`src/rtl/uart_pkg.sv`:
```
// Shared UART transmitter types: parity selection and the frame FSM states.
package uart_pkg;

    typedef enum logic [1:0] {
        PAR_NONE = 2'd0,
        PAR_EVEN = 2'd1,
        PAR_ODD  = 2'd2
    } parity_e;

    typedef enum logic [2:0] {
        IDLE,
        START,
        DATA,
        PAR,
        STOP
    } state_e;

endpackage

```
`src/rtl/uart_baud_gen.sv`:
```
// Fractional bit-rate generator: adds BAUD per cycle and ticks on wrap past CLK_HZ.
// Combinational tick, no backpressure; accumulator held at zero while disabled.
module uart_baud_gen #(
    parameter int CLK_HZ = 12000000,
    parameter int BAUD   = 115200
) (
    input  logic clk_i,
    input  logic rst_ni,
    input  logic enable_i,
    output logic tick_o
);
    localparam int AW = $clog2(CLK_HZ + BAUD);
    localparam logic [AW-1:0] STEP = AW'(BAUD);
    localparam logic [AW-1:0] WRAP = AW'(CLK_HZ);

    logic [AW-1:0] acc_q;
    logic [AW-1:0] acc_d;
    logic [AW-1:0] sum;

    always_comb begin
        sum    = acc_q + STEP;
        tick_o = enable_i && (sum >= WRAP);
        acc_d  = '0;
        if (enable_i) begin
            acc_d = tick_o ? (sum - WRAP) : sum;
        end
    end

    always_ff @(posedge clk_i or negedge rst_ni) begin
        if (!rst_ni) begin
            acc_q <= '0;
        end else begin
            acc_q <= acc_d;
        end
    end

endmodule

```
`src/rtl/uart_tx_param.sv`:
```
// Buffered UART transmitter: FIFO of characters, framed start/data/parity/stop, registered line.
// First start bit one cycle after a write into an idle empty block; writes while full are dropped and flagged.
module uart_tx_param
    import uart_pkg::*;
#(
    parameter int      CLK_HZ     = 12000000,
    parameter int      BAUD       = 115200,
    parameter int      DATA_BITS  = 8,
    parameter parity_e PARITY     = PAR_NONE,
    parameter int      STOP_BITS  = 1,
    parameter int      FIFO_DEPTH = 16
) (
    input  logic                          sys_clk_i,
    input  logic                          sys_rst_ni,
    input  logic                          uart_wr_i,
    input  logic [DATA_BITS-1:0]          uart_dat_i,
    output logic                          uart_full_o,
    output logic [$clog2(FIFO_DEPTH):0]   uart_level_o,
    output logic                          uart_busy_o,
    output logic                          uart_ovf_o,
    output logic                          uart_tx_o
);
    localparam int AW = $clog2(FIFO_DEPTH);

    logic [DATA_BITS-1:0] mem_q [FIFO_DEPTH];
    logic [AW:0]          wr_ptr_q;
    logic [AW:0]          rd_ptr_q;
    logic [AW:0]          level;
    logic [DATA_BITS-1:0] head;
    logic                 empty;
    logic                 push;
    logic                 pop;
    logic                 tick;
    logic                 last_stop;
    logic                 ovf_q;
    logic                 armed_q;

    state_e               state_q;
    logic                 tx_q;
    logic [DATA_BITS-1:0] sh_q;
    logic [3:0]           cnt_q;
    logic                 par_q;
    logic                 stop_q;

    assign level       = wr_ptr_q - rd_ptr_q;
    assign empty       = (level == '0);
    assign uart_full_o = (level == (AW+1)'(FIFO_DEPTH));
    assign push        = uart_wr_i & ~uart_full_o;
    assign head        = mem_q[rd_ptr_q[AW-1:0]];
    assign last_stop   = (STOP_BITS == 1) || stop_q;

    // A pop in STOP lands exactly on the stop-bit boundary, giving back-to-back frames.
    always_comb begin
        pop = 1'b0;
        if (!empty) begin
            pop = ((state_q == IDLE) && armed_q) ||
                  ((state_q == STOP) && tick && last_stop);
        end
    end

    always_ff @(posedge sys_clk_i) begin
        if (push) begin
            mem_q[wr_ptr_q[AW-1:0]] <= uart_dat_i;
        end
    end

    always_ff @(posedge sys_clk_i or negedge sys_rst_ni) begin
        if (!sys_rst_ni) begin
            wr_ptr_q <= '0;
            rd_ptr_q <= '0;
            ovf_q    <= 1'b0;
            armed_q  <= 1'b0;
        end else begin
            if (push) wr_ptr_q <= wr_ptr_q + 1'b1;
            if (pop)  rd_ptr_q <= rd_ptr_q + 1'b1;
            ovf_q   <= uart_wr_i & uart_full_o;
            armed_q <= 1'b1;
        end
    end

    uart_baud_gen #(
        .CLK_HZ (CLK_HZ),
        .BAUD   (BAUD)
    ) u_baud (
        .clk_i    (sys_clk_i),
        .rst_ni   (sys_rst_ni),
        .enable_i (state_q != IDLE),
        .tick_o   (tick)
    );

    always_ff @(posedge sys_clk_i or negedge sys_rst_ni) begin
        if (!sys_rst_ni) begin
            state_q <= IDLE;
            tx_q    <= 1'b1;
            sh_q    <= '0;
            cnt_q   <= '0;
            par_q   <= 1'b0;
            stop_q  <= 1'b0;
        end else if (pop) begin
            state_q <= START;
            tx_q    <= 1'b0;
            sh_q    <= head;
            par_q   <= (^head) ^ (PARITY == PAR_ODD);
            stop_q  <= 1'b0;
        end else if (tick) begin
            case (state_q)
                START: begin
                    state_q <= DATA;
                    tx_q    <= sh_q[0];
                    sh_q    <= sh_q >> 1;
                    cnt_q   <= '0;
                end
                DATA: begin
                    if (cnt_q == 4'(DATA_BITS - 1)) begin
                        stop_q <= 1'b0;
                        if (PARITY != PAR_NONE) begin
                            state_q <= PAR;
                            tx_q    <= par_q;
                        end else begin
                            state_q <= STOP;
                            tx_q    <= 1'b1;
                        end
                    end else begin
                        tx_q  <= sh_q[0];
                        sh_q  <= sh_q >> 1;
                        cnt_q <= cnt_q + 1'b1;
                    end
                end
                PAR: begin
                    state_q <= STOP;
                    tx_q    <= 1'b1;
                    stop_q  <= 1'b0;
                end
                STOP: begin
                    if (last_stop) begin
                        state_q <= IDLE;
                        tx_q    <= 1'b1;
                    end else begin
                        stop_q <= 1'b1;
                    end
                end
                default: state_q <= IDLE;
            endcase
        end
    end

    assign uart_level_o = level;
    assign uart_busy_o  = !empty || (state_q != IDLE);
    assign uart_ovf_o   = ovf_q;
    assign uart_tx_o    = tx_q;

endmodule
```
`config.mk`:
```
export PLATFORM = sky130hd
export DESIGN_NAME = uart_tx_param
export DESIGN_NICKNAME = d
export VERILOG_FILES = /design/src/rtl/uart_pkg.sv /design/src/rtl/uart_baud_gen.sv /design/src/rtl/uart_tx_param.sv
export SDC_FILE = /design/constraint.sdc
export NUM_CORES = 1
export LEC_CHECK = 0
export ABC_CLOCK_PERIOD_IN_PS = 5300
export BUFFER_PORTS_ARGS = -buffer_cell sky130_fd_sc_hd__buf_2
export CAP_MARGIN = 20
export CELL_PAD_IN_SITES_DETAIL_PLACEMENT = 1
export CELL_PAD_IN_SITES_GLOBAL_PLACEMENT = 2
export CORE_MARGIN = 4
export CORE_UTILIZATION = 40
export DETAILED_ROUTE_END_ITERATION = 8
export GPL_ROUTABILITY_DRIVEN = 0
export PLACE_DENSITY = 0.77
export SYNTH_ARGS = -nofsm -noshare
export SYNTH_HDL_FRONTEND = slang
export SYNTH_SLANG_ARGS = --single-unit
```
`constraint.sdc`:
```
create_clock -name sys_clk_i -period 5.3 [get_ports sys_clk_i]
set_clock_uncertainty 0.1 [all_clocks]
set_input_delay 0.265 -clock sys_clk_i [delete_from_list [all_inputs] [get_ports sys_clk_i]]
set_output_delay 0.265 -clock sys_clk_i [all_outputs]
set_load 0.005 [all_outputs]
```
# Word level (Yosys, flattened, before mapping)
# Memory sizes are Yosys's and may differ from the RTL's.
# Index checks and enable logic that the tools add are counted.
[word_totals]
register_bits = 52
latch_bits = 0
ram_bits = 128
romBits = 0
in_bits = 11
n_memories = 1
[classes]
addsub = 6
mul = 0
n_div = 0
n_lt_le_gt_ge = 1
eq_ne = 9
shift = 0
muxes = 19
n_bitwise = 4
n_reduce_logical = 18
[memory_table]
columns = ["memory", "words", "width", "read_ports", "rd_clocked_by_memory_dff", "wr", "line_no", "text"]
rows = [
  ["mem_q", 16, 8, 1, 0, 1, "uart_tx_param.sv:25", "logic [DATA_BITS-1:0] mem_q [FIFO_DEPTH];"],
]
[op_table]
columns = ["cell", "n"]
rows = [
  ["two-way mux 24 bit", 2],
  ["adder 24 x 17 -> 24 bit, second input constant", 1],
  ["greater-or-equal comparator 24 bit, second input constant", 1],
  ["two-way mux 8 bit", 3],
  ["subtractor 24 bit, second input constant", 1],
  ["case mux 8 bit (2 select lines)", 1],
  ["adder 5 x 1 -> 5 bit, second input constant", 2],
  ["two-way mux 3 bit", 3],
  ["case mux 3 bit (3 select lines)", 1],
  ["case mux 4 bit (2 select lines)", 1],
  ["equality test 3 x 2 -> 1 bit, second input constant", 2],
  ["two-way mux 1 bit", 6],
  ["!= test 3 bit, second input constant", 2],
  ["nonzero test 3 bit", 2],
  ["equality test 5 bit, second input constant", 1],
  ["zero test 5 bit", 1],
  ["subtractor 5 bit", 1],
  ["adder 4 x 1 -> 4 bit, second input constant", 1],
  ["equality test 4 x 3 -> 1 bit, second input constant", 1],
  ["two-way mux 4 bit", 1],
  ["AND reduction 2 bit", 2],
  ["AND reduction 4 bit", 1],
  ["nonzero test 2 bit", 2],
  ["nonzero test 4 bit", 1],
  ["other kinds (12)", 17],
]

# Longest topological paths before layout
# Gate-level depths: netlist (run 1).
[depth]
word_depth = 8
ltp_mapped = 12

# Cells and area by module
# From an unflattened synthesis (run 1), not the netlist that was laid out.
[unflattened]
hier_cells = 551
hier_area_um2 = 8091.5
[by_module_without_submodules]
columns = ["mod", "n_inst", "cells_per_inst", "area_per_inst_um2"]
rows = [
  ["uart_tx_param", 1, 381, 6537.5],
  ["uart_baud_gen", 1, 170, 1554.0],
]

# Least setup slack after synthesis (run 1)
# Ideal clock, no wire load.
[synth_path]
kind = "reg2reg"
from = "reg rd_ptr_q[1]"
to = "mem mem_q[3][0], enable pin"
setup_ns = 0.383
t_arrival_ns = 2.903
required_ns = 4.817
setup_slack_ns = 1.913
stages_incl_launch_ff = 13
path_buffers = 2
path_cell_list = "dfrtp_1 > clkbuf_1 > inv_1 > ha_1 > nor2b_1 > o21ai_1 > nand2_1 > xnor2_1 > nor3_1 > nor2b_1 > clkbuf_1 > nand2_1 > nor3_1"
[synth_via]
elab_chain_cells = 6
[synth_rtl]
columns = ["element", "line_no", "text"]
rows = [
  ["from (decl)", "uart_tx_param.sv:27", "logic [AW:0] rd_ptr_q;"],
  ["from (signal assigned)", "uart_tx_param.sv:75", "if (pop) rd_ptr_q <= rd_ptr_q + 1'b1;"],
  ["subtractor 5 bit", "uart_tx_param.sv:45", "assign level = wr_ptr_q - rd_ptr_q;"],
  ["named net uart_level_o[3]", "uart_tx_param.sv:18", "output logic [$clog2(FIFO_DEPTH):0] uart_level_o,"],
  ["equality test 5 bit", "uart_tx_param.sv:47", "assign uart_full_o = (level == (AW+1)'(FIFO_DEPTH));"],
  ["named net uart_full_o", "uart_tx_param.sv:17", "output logic uart_full_o,"],
  ["NOT 1 bit", "uart_tx_param.sv:48", "assign push = uart_wr_i & ~uart_full_o;"],
  ["bitwise AND 1 bit", "uart_tx_param.sv:48", ""],
  ["two-way mux 1 bit", "uart_tx_param.sv:62", "if (push) begin"],
  ["two-way mux 1 bit (implied by the code)", "uart_tx_param.sv:63", "mem_q[wr_ptr_q[AW-1:0]] <= uart_dat_i;"],
  ["to (decl)", "uart_tx_param.sv:25", ""],
]
# The timed path passes the listed nets, and every way through them passes these cells.

# Final worst setup path (run 1)
[layout_path]
from = "reg rd_ptr_q[1]"
to = "mem mem_q[5][3], enable pin"
[layout_via]
elab_chain_cells = 6
[layout_rtl]
columns = ["element", "line_no"]
rows = [
  ["subtractor 5 bit", "uart_tx_param.sv:45"],
  ["equality test 5 bit", "uart_tx_param.sv:47"],
  ["NOT 1 bit", "uart_tx_param.sv:48"],
  ["bitwise AND 1 bit", "uart_tx_param.sv:48"],
  ["two-way mux 1 bit", "uart_tx_param.sv:62"],
  ["two-way mux 1 bit (implied by the code)", "uart_tx_param.sv:63"],
]
# No other way between the ends.

==> load_flow_metrics.sql, run 1 <==
INSERT INTO impl_metrics (metric_group, metric, value, unit) VALUES
('layout', 'multi_input_area', '2663', 'sq um'),
('layout', 'fin_nets', '596', ''),
('worst_setup_path', 'crit_path_end_kind', 'flop', ''),
('cts', 'clock_tree.root_cell', 'clkbuf_16', ''),
('yosys', 'synth_cells', '546', ''),
('worst_setup_path', 'cp_max_fo', '21', ''),
('grt', 'first_global_vias', '4842', ''),
('timing', 'setup_viol_count_final', '0', ''),
('worst_hold_path', 'hold_path.class', 'input pin to async pin', ''),
('layout', 'flow.area_growth_from_synthesis', '13.72', '%'),
('layout', 'num-fill-cells', '1904', ''),
('pwr', 'worst_ir_drop_vdd', '356.4', 'uV'),
('timing', 'tns', '0', 'ns'),
('worst_setup_path', 'crit_required', '5.26', 'ns'),
('worst_setup_path', 'critPathLaunchType', 'flop', ''),
('route', 'initial_drc_count', '224', ''),
('yosys', 'synth_edf_count', '128', ''),
('pwr', 'seq_power_share', '39.2', '%'),
('worst_setup_path', 'worstSetupPathType', 'flop to flop', ''),
('run', 'max_cap_viol_count', '0', ''),
('yosys', 'synth_area', '7776', 'sq um'),
('die', 'rows', '50', ''),
('timing', 'timing.final.crit_share', '78.85', '%'),
('pwr', 'power.clock.fraction', '26.7', '%'),
('route', 'post_drt_via_cell_ratio', '5.501', ''),
('route', 'drc', '0', ''),
('timing', 'final.min_clock_period', '4.179', 'ns'),
('placed_design', 'post-dp-hpwl', '12590', 'um'),
('timing', 'rsz0062_at_grt', 'false', ''),
('pwr', 'leakage', '3.185', 'nW'),
('grt', 'grt_max_degree', '52', ''),
('grt', 'grt_remaining_overflow', '0', ''),
('die', 'core_region_area', '18890', 'sq um'),
('cts', 'htree_levels', '4', ''),
('layout', 'layout.area.seq', '4947', 'sq um'),
('cts', 'tritoncts', 'done', ''),
('yosys', 'async_reset_ff_share', '25.58', '%'),
('timing', 'report.final.slew_viol_count', '0', ''),
('yosys', 'postSynthRegisterBits', '172', ''),
('die', 'die_height', '147.4', 'um'),
('route', 'post_drt_wl_per_cell', '21.79', 'um'),
('timing', 'hold_violations', '0', ''),
('yosys', 'netlist-cell-type-count', '69', ''),
('cts', 'cts.clk_slew.worst_paths', '0.08', 'ns'),
('yosys', 'yosysWarnings', '0', ''),
('yosys', 'postSynthNetCount', '571', ''),
('timing', 'relSlewSlack', '39.93', '%'),
('layout', 'antenna_cells', '0', ''),
('pwr', 'power.switching_fraction', '37.59', '%'),
('cts', 'clock_sink_count', '172', ''),
('yosys', 'synth_area_per_cell', '14.24', 'sq um'),
('die', 'top_level_ports', '20', ''),
('cts', 'clk_path_buf_depth', '2', ''),
('pwr', 'p_comb_share', '34.1', '%'),
('timing', 'fmaxAchievable', '239.3', 'MHz'),
('layout', 'fin_cells', '844', ''),
('yosys', 'synth.largest_area_cell', 'edfxtp_1', ''),
('placed_design', 'placedCellCount', '807', ''),
('layout', 'layout-drive-gt1-share', '16.44', '%'),
('route', 'firstDrtPassIters', '5', ''),
('timing', 'worstMarginPinSlew', '0.9011', 'ns'),
('grt', 'grt_antenna_before_repair', '0', ''),
('cts', 'ctsResizeCount', '0', ''),
('yosys', 'netlist.area_leader.share', '49.43', '%'),
('die', 'initial_util', '41.16', '%'),
('pwr', 'power.net_switching', '1.824', 'mW'),
('grt', 'grtUsageTotal', '17.60', '%'),
('die', 'design.die.area', '21740', 'sq um'),
('cts', 'cts_inserted_buffers', '17', ''),
('pwr', 'intPower', '3.028', 'mW'),
('route', 'detail-route-antenna-nets', '0', ''),
('grt', 'grt_first_pass_wirelength', '29150', 'um'),
('yosys', 'yosys_most_used_dff', 'edfxtp_1', ''),
('die', 'die-width', '147.4', 'um'),
('yosys', 'netlist_top_cells_area', 'edfxtp_1 (49%), dfrtp_1 (14%), mux4_2 (4.6%)', ''),
('route', 'routed_wl', '18390', 'um'),
('worst_setup_path', 'arrival', '4.13', 'ns'),
('pwr', 'power.density_cell_area', '548.6', 'nW/um^2'),
('outcome', 'outcome', 'finished clean', ''),
('route', 'vias', '4643', ''),
('cts', 'clk_latency', '0.43', 'ns'),
('yosys', 'seq_area_frac_synth', '63.60', '%'),
('placed_design', 'io_buffer_count', '19', '');
kinds of logic after synthesis:
logic type / synth area share [%]
flops: 63.60
fa+ha+maj: 2.349
buf+inv: 2.220
compound gates: 9.976
xor+xnor: 3.717
simple gates: 9.332
other cells: 0.04822
mux: 8.753
path summary, 6_finish.rpt:
kind | start | to | slack [ns] | depth (start not counted)
setup reg to reg | rd_ptr_q[1] | mem_q[5][3] | 1.12 | 10
max in group asynchronous | sys_rst_ni | uart_tx_o | 4.45 | 3
hold / removal | sys_rst_ni | uart_ovf_o | 0.12 | 2
min in group sys_clk_i | uart_dat_i[1] | mem_q[8][1] | 0.15 | 1
hold reg to reg | rd_ptr_q[4] | rd_ptr_q[4] | 0.39 | 1
setup / recovery | rd_ptr_q[1] | mem_q[5][3] | 1.12 | 10
stage by stage:
step | util, % | area [sq um] | hold slack, ns | worst slack, ns | power [mW]
2_1_floorplan | - | 7776 | -0.1306 | 1.913 | 3.067
4_1_cts | 46.59 | 8802 | 0.1396 | 1.024 | 4.885
3_3_place_gp | 43.08 | 8139 | 0.3832 | 1.294 | 3.526
3_5_place_dp | 43.14 | 8150 | 0.3849 | 1.099 | 3.591
6_report | 46.81 | 8843 | 0.1226 | 1.121 | 4.852
5_1_grt | 46.81 | 8843 | 0.1336 | 0.7053 | 5.148
what timing repair did:
action	CTS	global route
endpoints found under the hold margin	44	0
buffers inserted	0	0
hold buffers	2	0
endpoints found under the setup margin	0	0
cells in the mapped netlist, types with 3 or more instances:
master      n
nand2_1    28
nand4_1     5
clkbuf_1   13
a21oi_1    20
nor3_1     14
a211oi_1    3
o22ai_1     5
mux2i_1    32
nor2_1     33
inv_1      16
buf_2       6
dfrtp_1    43
o31ai_1     3
nand2b_1    6
o21ai_1     7
ha_1       13
xnor2_1    25
mux4_2     16
o21ai_0    13
nor2b_1     5
xor2_1      8
nand3_1     8
a221o_1     7
nor4b_1     3
edfxtp_1  128
a221oi_1   14
a22oi_1     8
a21boi_0    3
or3_1       5
buf_1       4
worst max-delay path: stages, from the launching register on:
cell and delay [ns]:
dfrtp_1 0.92, inv_1 0.23, ha_1 0.33, nor2b_1 0.13, o21ai_1 0.18, nand2_1 0.10
xnor2_1 0.18, nor3_1 0.10, nor2b_1 0.60, nand2_1 0.30, nor2_1 0.63
routing by layer:
layer | vias to the layer above | track usage, % | routed length, um
met3 | 19 | 2.882 | 645
li1 | 2153 | - | -
met4 | 0 | 5.732 | 359
met1 | 2391 | 23.64 | 8164
met5 | - | 0 | 0
met2 | 80 | 29.45 | 9219
layout make-up:
cell class	instances	share of cell area, %
well taps	260	3.679
repair buffers	31	2.405
clock inverters	15	2.334
multi-input cells	332	30.11
clock buffers	17	4.810
flip-flops and latches	172	55.94
inverters	17	0.7216
registers in the layout (all words and copies together), names as in the netlist:
| name | cells |
|---|---|
| cnt_q | 4 |
| u_baud.acc_q | 16 |
| armed_q | 1 |
| uart_tx_o | 1 |
| wr_ptr_q | 5 |
| mem_q | 128 |
| rd_ptr_q | 5 |
| uart_ovf_o | 1 |
| sh_q | 8 |
| state_q | 3 |
power by group through the flow:
stage	sequential (mW)	combinational, mW	clock (mW)
2_1_floorplan	1.79	1.28	0
3_3_place_gp	1.92	1.61	0
3_5_place_dp	1.93	1.66	0
4_1_cts	1.90	1.67	1.31
5_1_grt	1.93	1.83	1.38
6_report	1.90	1.66	1.29
cell usage in the layout, fill, tap and decap left out, types with 3 or more instances in the layout:
cell and instances:
a211oi_1 3, a21boi_0 3, a21oi_1 20, a221o_1 7
a221oi_1 14, a22oi_1 8, buf_2 19, buf_4 7
clkbuf_16 17, clkinv_4 3, clkinv_8 6, dfrtp_1 42
edfxtp_1 128, ha_1 13, inv_1 16, inv_12 3
inv_8 3, mux2i_1 32, mux4_2 16, nand2_1 28
nand2b_1 6, nand3_1 8, nand4_1 5, nor2_1 33
nor2b_1 5, nor3_1 13, nor4b_1 3, o21ai_0 13
o21ai_1 7, o22ai_1 5, o31ai_1 3, or3_1 5
xnor2_1 25, xor2_1 8
Note: power is estimated with default switching activity, not from simulation.
==> run 2, diff against run 1 <==
ABC_CLOCK_PERIOD_IN_PS = 4200   (was 5300)
clock period = 4.2 ns   (was 5.3 ns; I/O delays follow)
==> run 2 against run 1 <==
Compared with the run above: global-route usage decreased by 0.27 points; cell area increased by 0.45%; critical path type unchanged; first-iteration DRC count decreased by 3.1%.
==> load_flow_metrics.sql, run 2 (synthesis gave the netlist of run 1 again) <==
INSERT INTO impl_metrics (metric_group, metric, value, unit) VALUES
('outcome', 'outcome', 'finished clean', ''),
('timing', 'fmaxAchievable', '284.8', 'MHz'),
('worst_setup_path', 'path_delay_family', 'simple AND/OR/NAND/NOR gates', ''),
('timing', 'tns', '0', 'ns'),
('route', 'drc', '0', ''),
('die', 'initial_util', '41.16', '%'),
('cts', 'clk_path_buf_depth', '2', ''),
('grt', 'grt_first_pass_wirelength', '28520', 'um'),
('pwr', 'power.switching_fraction', '36.37', '%'),
('pwr', 'worst_ir_drop_vdd', '343.0', 'uV'),
('placed_design', 'detailed_place.area', '8244', 'sq um'),
('pwr', 'power.density_cell_area', '681.3', 'nW/um^2'),
('pwr', 'leakage', '3.227', 'nW'),
('timing', 'setup_viol_count_final', '0', ''),
('die', 'core_region_area', '18890', 'sq um'),
('grt', 'first_global_vias', '4884', ''),
('worst_setup_path', 'cp_max_fo', '11', ''),
('worst_setup_path', 'cp_common_cell', 'nor3_1', ''),
('cts', 'number_of_setup_buffers_added_after_cts', '0', ''),
('timing', 'rsz0062_at_grt', 'false', ''),
('layout', 'layout-drive-gt1-share', '17.85', '%'),
('layout', 'layout.cells.most_common_list', 'edfxtp_1 (128), dfrtp_1 (42), nor2_1 (33), mux2i_1 (32), nand2_1 (28)', ''),
('worst_setup_path', 'worstSetupPathType', 'flop to flop', ''),
('route', 'route.met2.wl', '9412', 'um'),
('timing', 'report.final.slew_viol_count', '0', ''),
('route', 'drt-met1-wl', '7601', 'um'),
('route', 'vias', '4736', ''),
('worst_setup_path', 'crit_path_end_kind', 'flop', ''),
('cts', 'clk_latency', '0.44', 'ns'),
('timing', 'worstMarginPinSlew', '0.9606', 'ns'),
('timing', 'timing.final.crit_share', '83.61', '%'),
('cts', 'clock_sink_count', '172', ''),
('route', 'post_drt_via_cell_ratio', '5.546', ''),
('die', 'die-width', '147.4', 'um'),
('cts', 'cts.clk_slew.worst_paths', '0.07', 'ns'),
('layout', 'fin_cells', '854', ''),
('route', 'firstDrtPassIters', '5', ''),
('cts', 'cts_inserted_buffers', '17', ''),
('route', 'routed_wl', '17890', 'um'),
('worst_setup_path', 'critical_path.slowest_cell', 'dfrtp_1', ''),
('die', 'design.die.area', '21740', 'sq um'),
('run', 'max_cap_viol_count', '0', ''),
('worst_setup_path', 'arrival', '3.55', 'ns'),
('layout', 'flow.area_growth_from_synthesis', '14.24', '%'),
('route', 'route.met3.wl', '644', 'um'),
('pwr', 'power.clock.fraction', '26.5', '%'),
('grt', 'grtUsageTotal', '17.33', '%'),
('layout', 'fin_nets', '606', ''),
('worst_setup_path', 'crit_buf_inv', '2', ''),
('cts', 'htree_levels', '4', ''),
('route', 'initial_drc_count', '217', ''),
('placed_design', 'io_buffer_count', '19', ''),
('timing', 'hold_violations', '0', ''),
('layout', 'flip_flop_count_of_the_largest_register_after_layout', '128', ''),
('cts', 'tritoncts', 'done', ''),
('grt', 'grt_antenna_before_repair', '0', ''),
('die', 'die_height', '147.4', 'um'),
('pwr', 'seq_power_share', '39.2', '%'),
('worst_setup_path', 'critPathLaunchType', 'flop', ''),
('worst_setup_path', 'critical_path.max_stage_delay', '0.58', 'ns'),
('timing', 'fin_worst_hold_slack', '0.07840', 'ns'),
('route', 'post_drt_wl_per_cell', '20.95', 'um'),
('timing', 'relSlewSlack', '35.72', '%'),
('die', 'rows', '50', ''),
('worst_setup_path', 'worstPathCellList', 'clkinv_1 > ha_1 > o21ai_1 > a21oi_1 > or2_1 > nor3_1 > nor2b_1 > nand2_1 > nor3_1 > buf_4', ''),
('placed_design', 'placedCellCount', '820', ''),
('pwr', 'intPower', '3.851', 'mW'),
('layout', 'most_common_cell_after_layout_fill_and_taps_aside', 'edfxtp_1', ''),
('pwr', 'p_comb_share', '34.3', '%'),
('grt', 'grt_remaining_overflow', '0', ''),
('timing', 'final.min_clock_period', '3.512', 'ns'),
('grt', 'grt_max_degree', '52', ''),
('layout', 'antenna_cells', '0', ''),
('die', 'top_level_ports', '20', ''),
('pwr', 'power.net_switching', '2.201', 'mW'),
('worst_setup_path', 'crit_required', '4.24', 'ns'),
('cts', 'clock_tree.root_cell', 'clkbuf_16', ''),
('worst_hold_path', 'hold_path.class', 'input pin to flop', ''),
('route', 'highest_layer', 'met4', ''),
('cts', 'cts.hold.buffers_added', '2', ''),
('route', 'detail-route-antenna-nets', '0', ''),
('placed_design', 'post-dp-hpwl', '12590', 'um'),
('pwr', 'report.power.total', '6.052', 'mW'),
('layout', 'final_cell_area', '8884', 'sq um'),
('cts', 'ctsResizeCount', '0', '');
-- run 2: power by group through the flow --
stage	logic [mW]	registers [mW]	clock network [mW]
2_1_floorplan	1.61	2.26	0
3_3_place_gp	2.04	2.39	0
3_5_place_dp	2.11	2.40	0
4_1_cts	2.11	2.37	1.64
5_1_grt	2.30	2.41	1.73
6_report	2.08	2.37	1.60
-- run 2: worst paths after layout --
kind                                    start          end  slack [ns]  cells after the start
worst min register to register    wr_ptr_q[4]  wr_ptr_q[4]        0.39                      1
worst min-delay path            uart_dat_i[7]  mem_q[1][7]        0.08                      1
min in group asynchronous          sys_rst_ni   state_q[2]        0.19                      2
worst max-delay path              rd_ptr_q[3]  mem_q[3][3]        0.69                     10
worst max register to register    rd_ptr_q[3]  mem_q[3][3]        0.69                     10
max in group asynchronous          sys_rst_ni    uart_tx_o        3.02                      3
-- run 2: per-stage QoR --
step / utilization (%) / setup WS, ns
finish: 47.02 / 0.6883
global route: 47.02 / 0.3868
CTS: 47.02 / 0.6735
detailed placement: 43.64 / 0.6929
global placement: 43.64 / 0.8095
floorplan: - / 0.8131
-- run 2: per-layer routing --
layer  global-route usage, %  up-vias
met1                   21.86     2436
met3                   3.587       17
met4                   4.380        0
li1                        -     2188
met2                   30.69       95
met5                       0        -
-- run 2: layout make-up --
cell class                      count  area (sq um)
Multi-Input combinational cell    332          2663
Clock inverter                     15         193.9
Clock buffer                       17         425.4
Tap cell                          260         325.3
Fill cell                        1922         10010
Inverter                           17         63.81
Sequential cell                   172          4947
Timing Repair Buffer               41         265.3
